==> src/rtl/spi_frame_regs.sv <==
// Frame decoder and register bank behind spi_slave: assembles 7-byte frames,
// checks CRC-8, executes read/write and prepares the response frame.
module spi_frame_regs #(
  parameter int unsigned NREG      = 4,
  parameter logic [7:0]  STAT_ADDR = 8'h7F
) (
  input  logic                 clk,
  input  logic                 rst,
  input  logic                 spi_ss,
  input  logic                 rx_strobe,
  input  logic [7:0]           rx_byte,
  output logic [7:0]           tx_byte,
  output logic [NREG*32-1:0]   reg_q,
  output logic                 wr_pulse,
  output logic [7:0]           wr_addr,
  output logic                 frame_ok,
  output logic                 frame_err
);

  typedef enum logic [2:0] {
    S_IDLE,
    S_RECV,
    S_CHECK,
    S_EXEC,
    S_WAIT_SS
  } state_t;

  state_t state, state_nxt;

  logic [2:0]  bcnt;
  logic [7:0]  crc;
  logic [7:0]  fbuf [7];
  logic [55:0] resp;
  logic [31:0] regs [NREG];
  logic [15:0] frame_cnt;
  logic [7:0]  cmd_err_cnt;
  logic [7:0]  crc_err_cnt;

  logic        rx_take;
  logic        short_frame;
  logic [7:0]  cmd;
  logic [7:0]  addr;
  logic [31:0] wdata;
  logic [31:0] rdata;
  logic [31:0] status;
  logic        addr_rw;
  logic        crc_good;
  logic        is_rd;
  logic        is_wr;
  logic [47:0] resp_body;
  logic [7:0]  resp_crc;

  function automatic logic [7:0] crc8_byte(input logic [7:0] c_in, input logic [7:0] d);
    logic [7:0] c;
    c = c_in ^ d;
    for (int unsigned i = 0; i < 8; i++) begin
      c = c[7] ? ((c << 1) ^ 8'h07) : (c << 1);
    end
    return c;
  endfunction

  function automatic logic [7:0] crc8_48(input logic [47:0] v);
    logic [7:0] c;
    c = '0;
    for (int unsigned i = 0; i < 6; i++) begin
      c = crc8_byte(c, v[47-8*i -: 8]);
    end
    return c;
  endfunction

  // State register
  always_ff @(posedge clk or negedge rst) begin
    if (!rst) state <= S_IDLE;
    else      state <= state_nxt;
  end

  // Next-state logic
  always_comb begin
    state_nxt = state;
    unique case (state)
      S_IDLE:    if (rx_take) state_nxt = S_RECV;
      S_RECV: begin
        if (short_frame)                    state_nxt = S_IDLE;
        else if (rx_take && bcnt == 3'd6)   state_nxt = S_CHECK;
      end
      S_CHECK:   state_nxt = S_EXEC;
      S_EXEC:    state_nxt = S_WAIT_SS;
      S_WAIT_SS: if (spi_ss) state_nxt = S_IDLE;
      default:   state_nxt = S_IDLE;
    endcase
  end

  // Output / decode logic
  always_comb begin
    rx_take     = 1'b0;
    short_frame = 1'b0;
    unique case (state)
      S_IDLE: rx_take = rx_strobe & ~spi_ss;
      S_RECV: begin
        short_frame = spi_ss;
        rx_take     = rx_strobe & ~spi_ss;
      end
      default: ;
    endcase

    unique case (bcnt)
      3'd0:    tx_byte = resp[55:48];
      3'd1:    tx_byte = resp[47:40];
      3'd2:    tx_byte = resp[39:32];
      3'd3:    tx_byte = resp[31:24];
      3'd4:    tx_byte = resp[23:16];
      3'd5:    tx_byte = resp[15:8];
      3'd6:    tx_byte = resp[7:0];
      default: tx_byte = '0;
    endcase

    cmd      = fbuf[0];
    addr     = fbuf[1];
    wdata    = {fbuf[2], fbuf[3], fbuf[4], fbuf[5]};
    status   = {crc_err_cnt, cmd_err_cnt, frame_cnt};
    crc_good = (crc == fbuf[6]);
    addr_rw  = 1'b0;
    rdata    = status;
    for (int unsigned i = 0; i < NREG; i++) begin
      if (addr == 8'(i)) begin
        addr_rw = 1'b1;
        rdata   = regs[i];
      end
    end
    is_rd = (cmd == 8'h01) && (addr_rw || addr == STAT_ADDR);
    is_wr = (cmd == 8'h02) && addr_rw;
    if (crc_good && (is_rd || is_wr)) resp_body = {cmd | 8'h80, addr, is_wr ? wdata : rdata};
    else                              resp_body = {8'hEE, addr, 32'h0};
    resp_crc = crc8_48(resp_body);
  end

  always_comb begin
    reg_q = '0;
    for (int unsigned i = 0; i < NREG; i++) begin
      reg_q[i*32 +: 32] = regs[i];
    end
  end

  // Decode is combinational during CHECK and committed on the CHECK->EXEC edge,
  // so pulses and reg_q are visible together in the EXEC cycle.
  always_ff @(posedge clk or negedge rst) begin
    if (!rst) begin
      bcnt        <= '0;
      crc         <= '0;
      fbuf        <= '{default: '0};
      resp        <= '0;
      regs        <= '{default: '0};
      frame_cnt   <= '0;
      cmd_err_cnt <= '0;
      crc_err_cnt <= '0;
      wr_pulse    <= 1'b0;
      wr_addr     <= '0;
      frame_ok    <= 1'b0;
      frame_err   <= 1'b0;
    end else begin
      wr_pulse  <= 1'b0;
      frame_ok  <= 1'b0;
      frame_err <= 1'b0;

      if (short_frame) begin
        bcnt      <= '0;
        crc       <= '0;
        frame_err <= 1'b1;
        if (cmd_err_cnt != 8'hFF) cmd_err_cnt <= cmd_err_cnt + 8'd1;
      end else if (rx_take) begin
        fbuf[bcnt] <= rx_byte;
        if (bcnt != 3'd6) begin
          crc  <= crc8_byte(crc, rx_byte);
          bcnt <= bcnt + 3'd1;
        end
      end

      if (state == S_CHECK) begin
        resp <= {resp_body, resp_crc};
        if (!crc_good) begin
          frame_err <= 1'b1;
          if (crc_err_cnt != 8'hFF) crc_err_cnt <= crc_err_cnt + 8'd1;
        end else if (is_wr) begin
          for (int unsigned i = 0; i < NREG; i++) begin
            if (addr == 8'(i)) regs[i] <= wdata;
          end
          wr_pulse  <= 1'b1;
          wr_addr   <= addr;
          frame_ok  <= 1'b1;
          frame_cnt <= frame_cnt + 16'd1;
        end else if (is_rd) begin
          frame_ok  <= 1'b1;
          frame_cnt <= frame_cnt + 16'd1;
        end else begin
          frame_err <= 1'b1;
          if (cmd_err_cnt != 8'hFF) cmd_err_cnt <= cmd_err_cnt + 8'd1;
        end
      end

      if (state == S_WAIT_SS && spi_ss) begin
        bcnt <= '0;
        crc  <= '0;
      end
    end
  end

endmodule

==> config.mk <==
export PLATFORM = sky130hd
export DESIGN_NAME = spi_frame_regs
export DESIGN_NICKNAME = d
export VERILOG_FILES = /design/src/rtl/spi_frame_regs.sv
export SDC_FILE = /design/constraint.sdc
export NUM_CORES = 1
export LEC_CHECK = 0
export CAP_MARGIN = 20
export CORE_MARGIN = 2
export CORE_UTILIZATION = 30
export DETAILED_ROUTE_END_ITERATION = 10
export SETUP_SLACK_MARGIN = 0.5
export SYNTH_ARGS = -nofsm -noshare
export SYNTH_HDL_FRONTEND = slang
export SYNTH_SLANG_ARGS = --single-unit
==> constraint.sdc <==
create_clock -name clk -period 10.95 [get_ports clk]
set_clock_uncertainty 0.15 [all_clocks]
set_input_delay 2.7375 -clock clk [delete_from_list [all_inputs] [get_ports clk]]
set_output_delay 2.7375 -clock clk [all_outputs]
set_load 0.02 [all_outputs]
; After elaboration in Yosys (flattened, before gate mapping)
; Cells that the tools add are included.
; W data, S select, Z words.
[classes]
add_sub_neg = 4
magnitude_cmp = 2
n_eq_ne = 23
n_mux = 106
bitwise_logic = 67
n_reduce_logical = 25
[ops]
columns = cell, count
row1 = $mux W3, 64
row2 = $not A3 Y3, 56
row3 = $mux W32, 5
row4 = $mux W8, 12
row5 = $bwmux W56, 1
row6 = $pmux W8 S7, 1
row7 = $xor A8 B8 Y8, 6
row8 = $mux W47, 1
row9 = $mux W16, 2
row10 = $demux W8 S3, 1
row11 = $eq A8 B2 Y1 const B, 3
row12 = $mux W1, 18
row13 = $add A16 B1 Y16 const B, 1
row14 = $add A8 B1 Y8 const B, 2
row15 = $eq A8 B1 Y1 const B, 2
row16 = $ne A8 B8 Y1 const B, 2
row17 = $reduce_and A4 Y1, 4
row18 = $pmux W3 S5, 1
row19 = $eq A3 B2 Y1 const B, 4
row20 = $eq A3 B3 Y1 const B, 4
row21 = $reduce_and A3 Y1, 4
row22 = $eq A8 B7 Y1 const B, 1
row23 = $eq A8 B8 Y1, 1
row24 = $logic_not A8 Y1, 1
row25 = 16 further kinds, 30
[word_totals]
regBits = 297
in_bits = 12
output_inout_bits = 147
wordCells = 249

; Longest topological paths before layout
[depth]
ltp_word = 111
depth_mapped = 16

; Worst setup path after synthesis
; No wires, ideal clock.
[synth_timing]
path_type = input port to flip-flop
start = in spi_ss
end = reg fbuf[0] (netlist bit)
arrival_time_ns = 4.867
slack_ns = 5.808
stages = 4
n_path_buf = 0
cell_sequence = nor4b_1 -> nand2_1 -> nor3_1 -> mux2_2
[synth_via]
elab_chain_cells = 4
word_cells_on_any_way = 6
[synth_rtl]
columns = element, line
row1 = "start, declared", 9  ; input logic spi_ss,
row2 = $not A1 Y1, "98, 101"
row3 = $and A1 B1 Y1, "98, 101"
row4 = $mux W1, n/a
row5 = $reduce_and A2 Y1 (no source line) *, n/a
row6 = "end signal, assigned by index", 171  ; fbuf[bcnt] <= rx_byte;
row7 = "end, declared", 32  ; logic [7:0] fbuf [7];
; Mark *: on every way between the ends. The rest lies on a longest branch, timed or not.
; A chain may end at the register's enable or synchronous reset.

; Final worst setup path
[layout_timing]
start = reg bcnt[1]
end = out tx_byte[2]
[layout_via]
elab_chain_cells = 2
word_cells_on_any_way = 8
[layout_rtl]
columns = element, line
row1 = "start, declared", 30  ; logic [2:0] bcnt;
row2 = "start signal, assigned", 174  ; bcnt <= bcnt + 3'd1;
row3 = "$eq A3 B3 Y1, or another cell as far along", 106  ; unique case (bcnt)
row4 = $pmux W8 S7 *, 106
row5 = "end, declared", 12  ; output logic [7:0] tx_byte,
; Marks and branches as above.

==> impl_metrics.py <==
metrics = {
    "final_layout": {
        "layout-drive-gt1-share": 0.237,
        "postLayoutCellArea_sq_mm": 0.0187,
        "flow.area_growth_from_synthesis_pct": 22.4,
        "layout.nets": 1421,
        "leading_cell_types_in_the_layout_fill_and_taps_excluded": "sky130_fd_sc_hd__dfrtp_1, sky130_fd_sc_hd__mux2_2, sky130_fd_sc_hd__clkdlybuf4s50_1, sky130_fd_sc_hd__nand2_1, sky130_fd_sc_hd__xnor2_1",
        "most_common_cell_after_layout_fill_and_taps_aside": "sky130_fd_sc_hd__dfrtp_1",
        "fillCellCount": 4855,
        "antennaDiodeCount": 0,
        "seqCellArea_sq_mm": 0.00743,
        "combined_area_of_the_multi_input_logic_cells_sq_mm": 0.00745,
    },
    "yosys": {
        "yosysWarnings": 0,
        "async_reset_ff_frac": 1.00,
        "part_of_the_yosys_area_used_for_sequential_elements": 0.487,
        "synth_area_sq_mm": 0.0153,
        "yosysUniqueCellTypes": 79,
        "synth-edff-count": 0,
        "postSynthRegisterBits": 297,
        "postSynthCellCount": 1259,
        "net_count_after_synthesis": 1279,
        "syn-mean-instance-area_sq_um": 12.1,
        "ys.flop_type": "sky130_fd_sc_hd__dfrtp_1",
    },
    "detailed_routing": {
        "routed_via_density": 5.11,
        "detail_route.wl_per_cell_um": 21.2,
        "residual_drc": 0,
        "drtPass1Iterations": 8,
        "drt_iter0_markers": 921,
        "antenna_left": 0,
        "vias": 10717,
        "totalWireLength_um": 44500,
    },
    "placed_design": {
        "sum_of_net_half_perimeters_after_detailed_placement_um": 31000,
        "dpl_worst_slack_ns": 5.06,
        "post_placement_cell_area_sq_mm": 0.0175,
        "io_buffers": 158,
        "place.gp.congestion": 0.856,
    },
    "setup_path": {
        "kind_of_launch_point_of_the_worst_setup_path": "register",
        "timing.critical_path.cells": "clkinv_1 > ha_1 > a222oi_1 > nor2_1 > a211o_1 > clkdlybuf4s50_1",
        "worst-endpoint-required_ns": 8.06,
        "cpPeakStageDelay_ns": 0.58,
        "cp.arrival_ns": 3.10,
        "worst_path_max_delay_cell": "sky130_fd_sc_hd__clkdlybuf4s50_1",
        "timing.critical_path.to_type": "output port",
        "critical_setup_path_kind": "register to output port",
        "critPathMaxFanout": 16,
    },
    "sta": {
        "fin_crit_sh": 0.547,
        "relSlewSlack": 0.274,
        "tightestPinTransition_ns": 1.09,
        "final.hold.worst_slack_ns": 0.326,
        "finalHoldViolCount": 0,
        "fin_worst_setup_slack_ns": 4.96,
        "setup-tns-final_ns": 0,
        "post-route-min-period_ns": 5.99,
        "setup_viol": 0,
        "setup_repair_after_global_routing_missed_its_margin": "no",
        "highest_attainable_clock_frequency_ghz": 0.167,
        "max_slew_vio_count": 0,
    },
    "status": {
        "outcome": "completed",
    },
    "clocking": {
        "tritoncts_clock_tree": "built",
        "clock_latency_ns": 0.53,
        "cts_setup_buffers": 0,
        "cts_inserted_buffers": 35,
        "htree_levels": 2,
        "cts.hold.buffers_added": 0,
        "cts.sinks": 297,
        "cts.clk_slew.worst_paths_ns": 0.06,
        "ctsRootBufferMaster": "sky130_fd_sc_hd__clkbuf_16",
        "post_cts_resize_count": 0,
        "clock_tree.buffer_depth": 3,
    },
    "global_route": {
        "grt_max_degree": 126,
        "first_global_vias": 11013,
        "grt_pass1_wl_um": 68800,
        "grt_use_total": 0.168,
        "gr-total-overflow": 0,
        "grt_antenna_before_repair": 0,
    },
    "pwr": {
        "ir_worst_vdd_v": 0.000875,
        "power_leakage_nw": 8.26,
        "power_density_mw_per_mm2": 393,
        "total_power_mw": 7.34,
    },
    "floorplan": {
        "initial_core_util": 0.304,
        "pin_count": 159,
        "die_area_sq_mm": 0.0527,
        "die_height_um": 230,
        "floorplan.rows": 82,
        "dieWidth_um": 230,
        "coreArea_sq_mm": 0.0502,
    },
    "run": {
        "maxCapViolations": 0,
    },
    "hold_path": {
        "hold_class": "register to register",
    },
}
routing by layer:
| layer | part of all wire | global-route usage |
|---|---|---|
| met5 | 0 | 0 |
| met3 | 0.055 | 0.0270 |
| met2 | 0.47 | 0.271 |
| met4 | 0.020 | 0.0384 |
| met1 | 0.45 | 0.236 |
worst max-delay path: cells and delay by family, from the launching register on:
kind	cells	cell delay, ns
buffers and inverters	2	0.80
AO/OA/AOI/OAI	2	0.78
flip-flops	1	0.46
adder cells (fa/ha/maj)	1	0.45
AND/OR/NAND/NOR	1	0.08
Yosys cell counts, types with 6 or more instances:
cell	number	area, sq um
sky130_fd_sc_hd__dfrtp_1	297	7430
sky130_fd_sc_hd__mux2_2	192	2160
sky130_fd_sc_hd__nand2_1	133	499
sky130_fd_sc_hd__xnor2_1	81	709
sky130_fd_sc_hd__o21ai_0	55	275
sky130_fd_sc_hd__nor2_1	52	195
sky130_fd_sc_hd__clkbuf_1	45	169
sky130_fd_sc_hd__xor2_1	42	368
sky130_fd_sc_hd__nand3_1	41	205
sky130_fd_sc_hd__mux4_2	29	653
sky130_fd_sc_hd__a21oi_1	27	135
sky130_fd_sc_hd__a222oi_1	16	160
sky130_fd_sc_hd__buf_2	15	75.1
sky130_fd_sc_hd__o211ai_1	14	105
sky130_fd_sc_hd__xnor3_1	14	315
sky130_fd_sc_hd__a31oi_1	13	81.3
sky130_fd_sc_hd__mux2i_1	12	120
sky130_fd_sc_hd__nand4_1	11	68.8
sky130_fd_sc_hd__and3_1	10	62.6
sky130_fd_sc_hd__buf_1	10	37.5
sky130_fd_sc_hd__nor2b_1	9	56.3
sky130_fd_sc_hd__a211o_1	8	70.1
sky130_fd_sc_hd__ha_1	8	100
sky130_fd_sc_hd__nor3_1	8	40.0
sky130_fd_sc_hd__inv_1	7	26.3
sky130_fd_sc_hd__xor3_1	7	166
sky130_fd_sc_hd__buf_4	6	45.0
sky130_fd_sc_hd__xnor2_2	6	97.6
area by class of cell:
class,count,share of cell area
Tap cell,672,0.0450
Multi-Input combinational cell,874,0.399
Clock inverter,9,0.00509
Clock buffer,53,0.0554
Sequential cell,297,0.398
Inverter,8,0.00161
Timing Repair Buffer,185,0.0957
state kept, by name, indices dropped and copies added, names as in the netlist, 3 cells and up:
register	flops
resp	56
reg_q	128
frame_cnt	16
wr_addr	8
fbuf	40
state	3
cmd_err_cnt	8
cmd	8
bcnt	3
crc_err_cnt	8
crc	8
addr	8
final timing paths:
path                                    start            end  slack [ns]  cells after the start
worst min-delay path            frame_cnt[15]  frame_cnt[15]        0.33                      1
worst max-delay path                  bcnt[1]     tx_byte[2]        4.96                      6
worst max register to register        addr[0]        resp[3]        5.53                     12
worst min register to register  frame_cnt[15]  frame_cnt[15]        0.33                      1
min in group asynchronous                 rst      reg_q[89]        2.18                      1
max in group asynchronous                 rst     wr_addr[2]        7.00                      2
where the power goes:
part / leakage, nW / switching (mW) / internal (mW)
combinational: 3.66 / 2.12 / 2.58
sequential: 4.05 / 0.251 / 1.24
clock: 0.552 / 0.475 / 0.680
per-stage QoR:
step / utilization / instances
after floorplan: - / 1259
after global placement: 0.349 / 2033
after detailed placement: 0.349 / 2034
after CTS: 0.372 / 2096
after global routing: 0.372 / 2098
final: 0.372 / 2098
cells by family after synthesis:
group / count (synthesis) / synth area share
buf+inv: 88 / 0.0263
xor+xnor: 153 / 0.112
fa+ha+maj: 8 / 0.00656
flops: 297 / 0.487
mux: 234 / 0.193
simple gates: 303 / 0.0972
compound gates: 176 / 0.0773
Power figures use the tool's default switching activity.
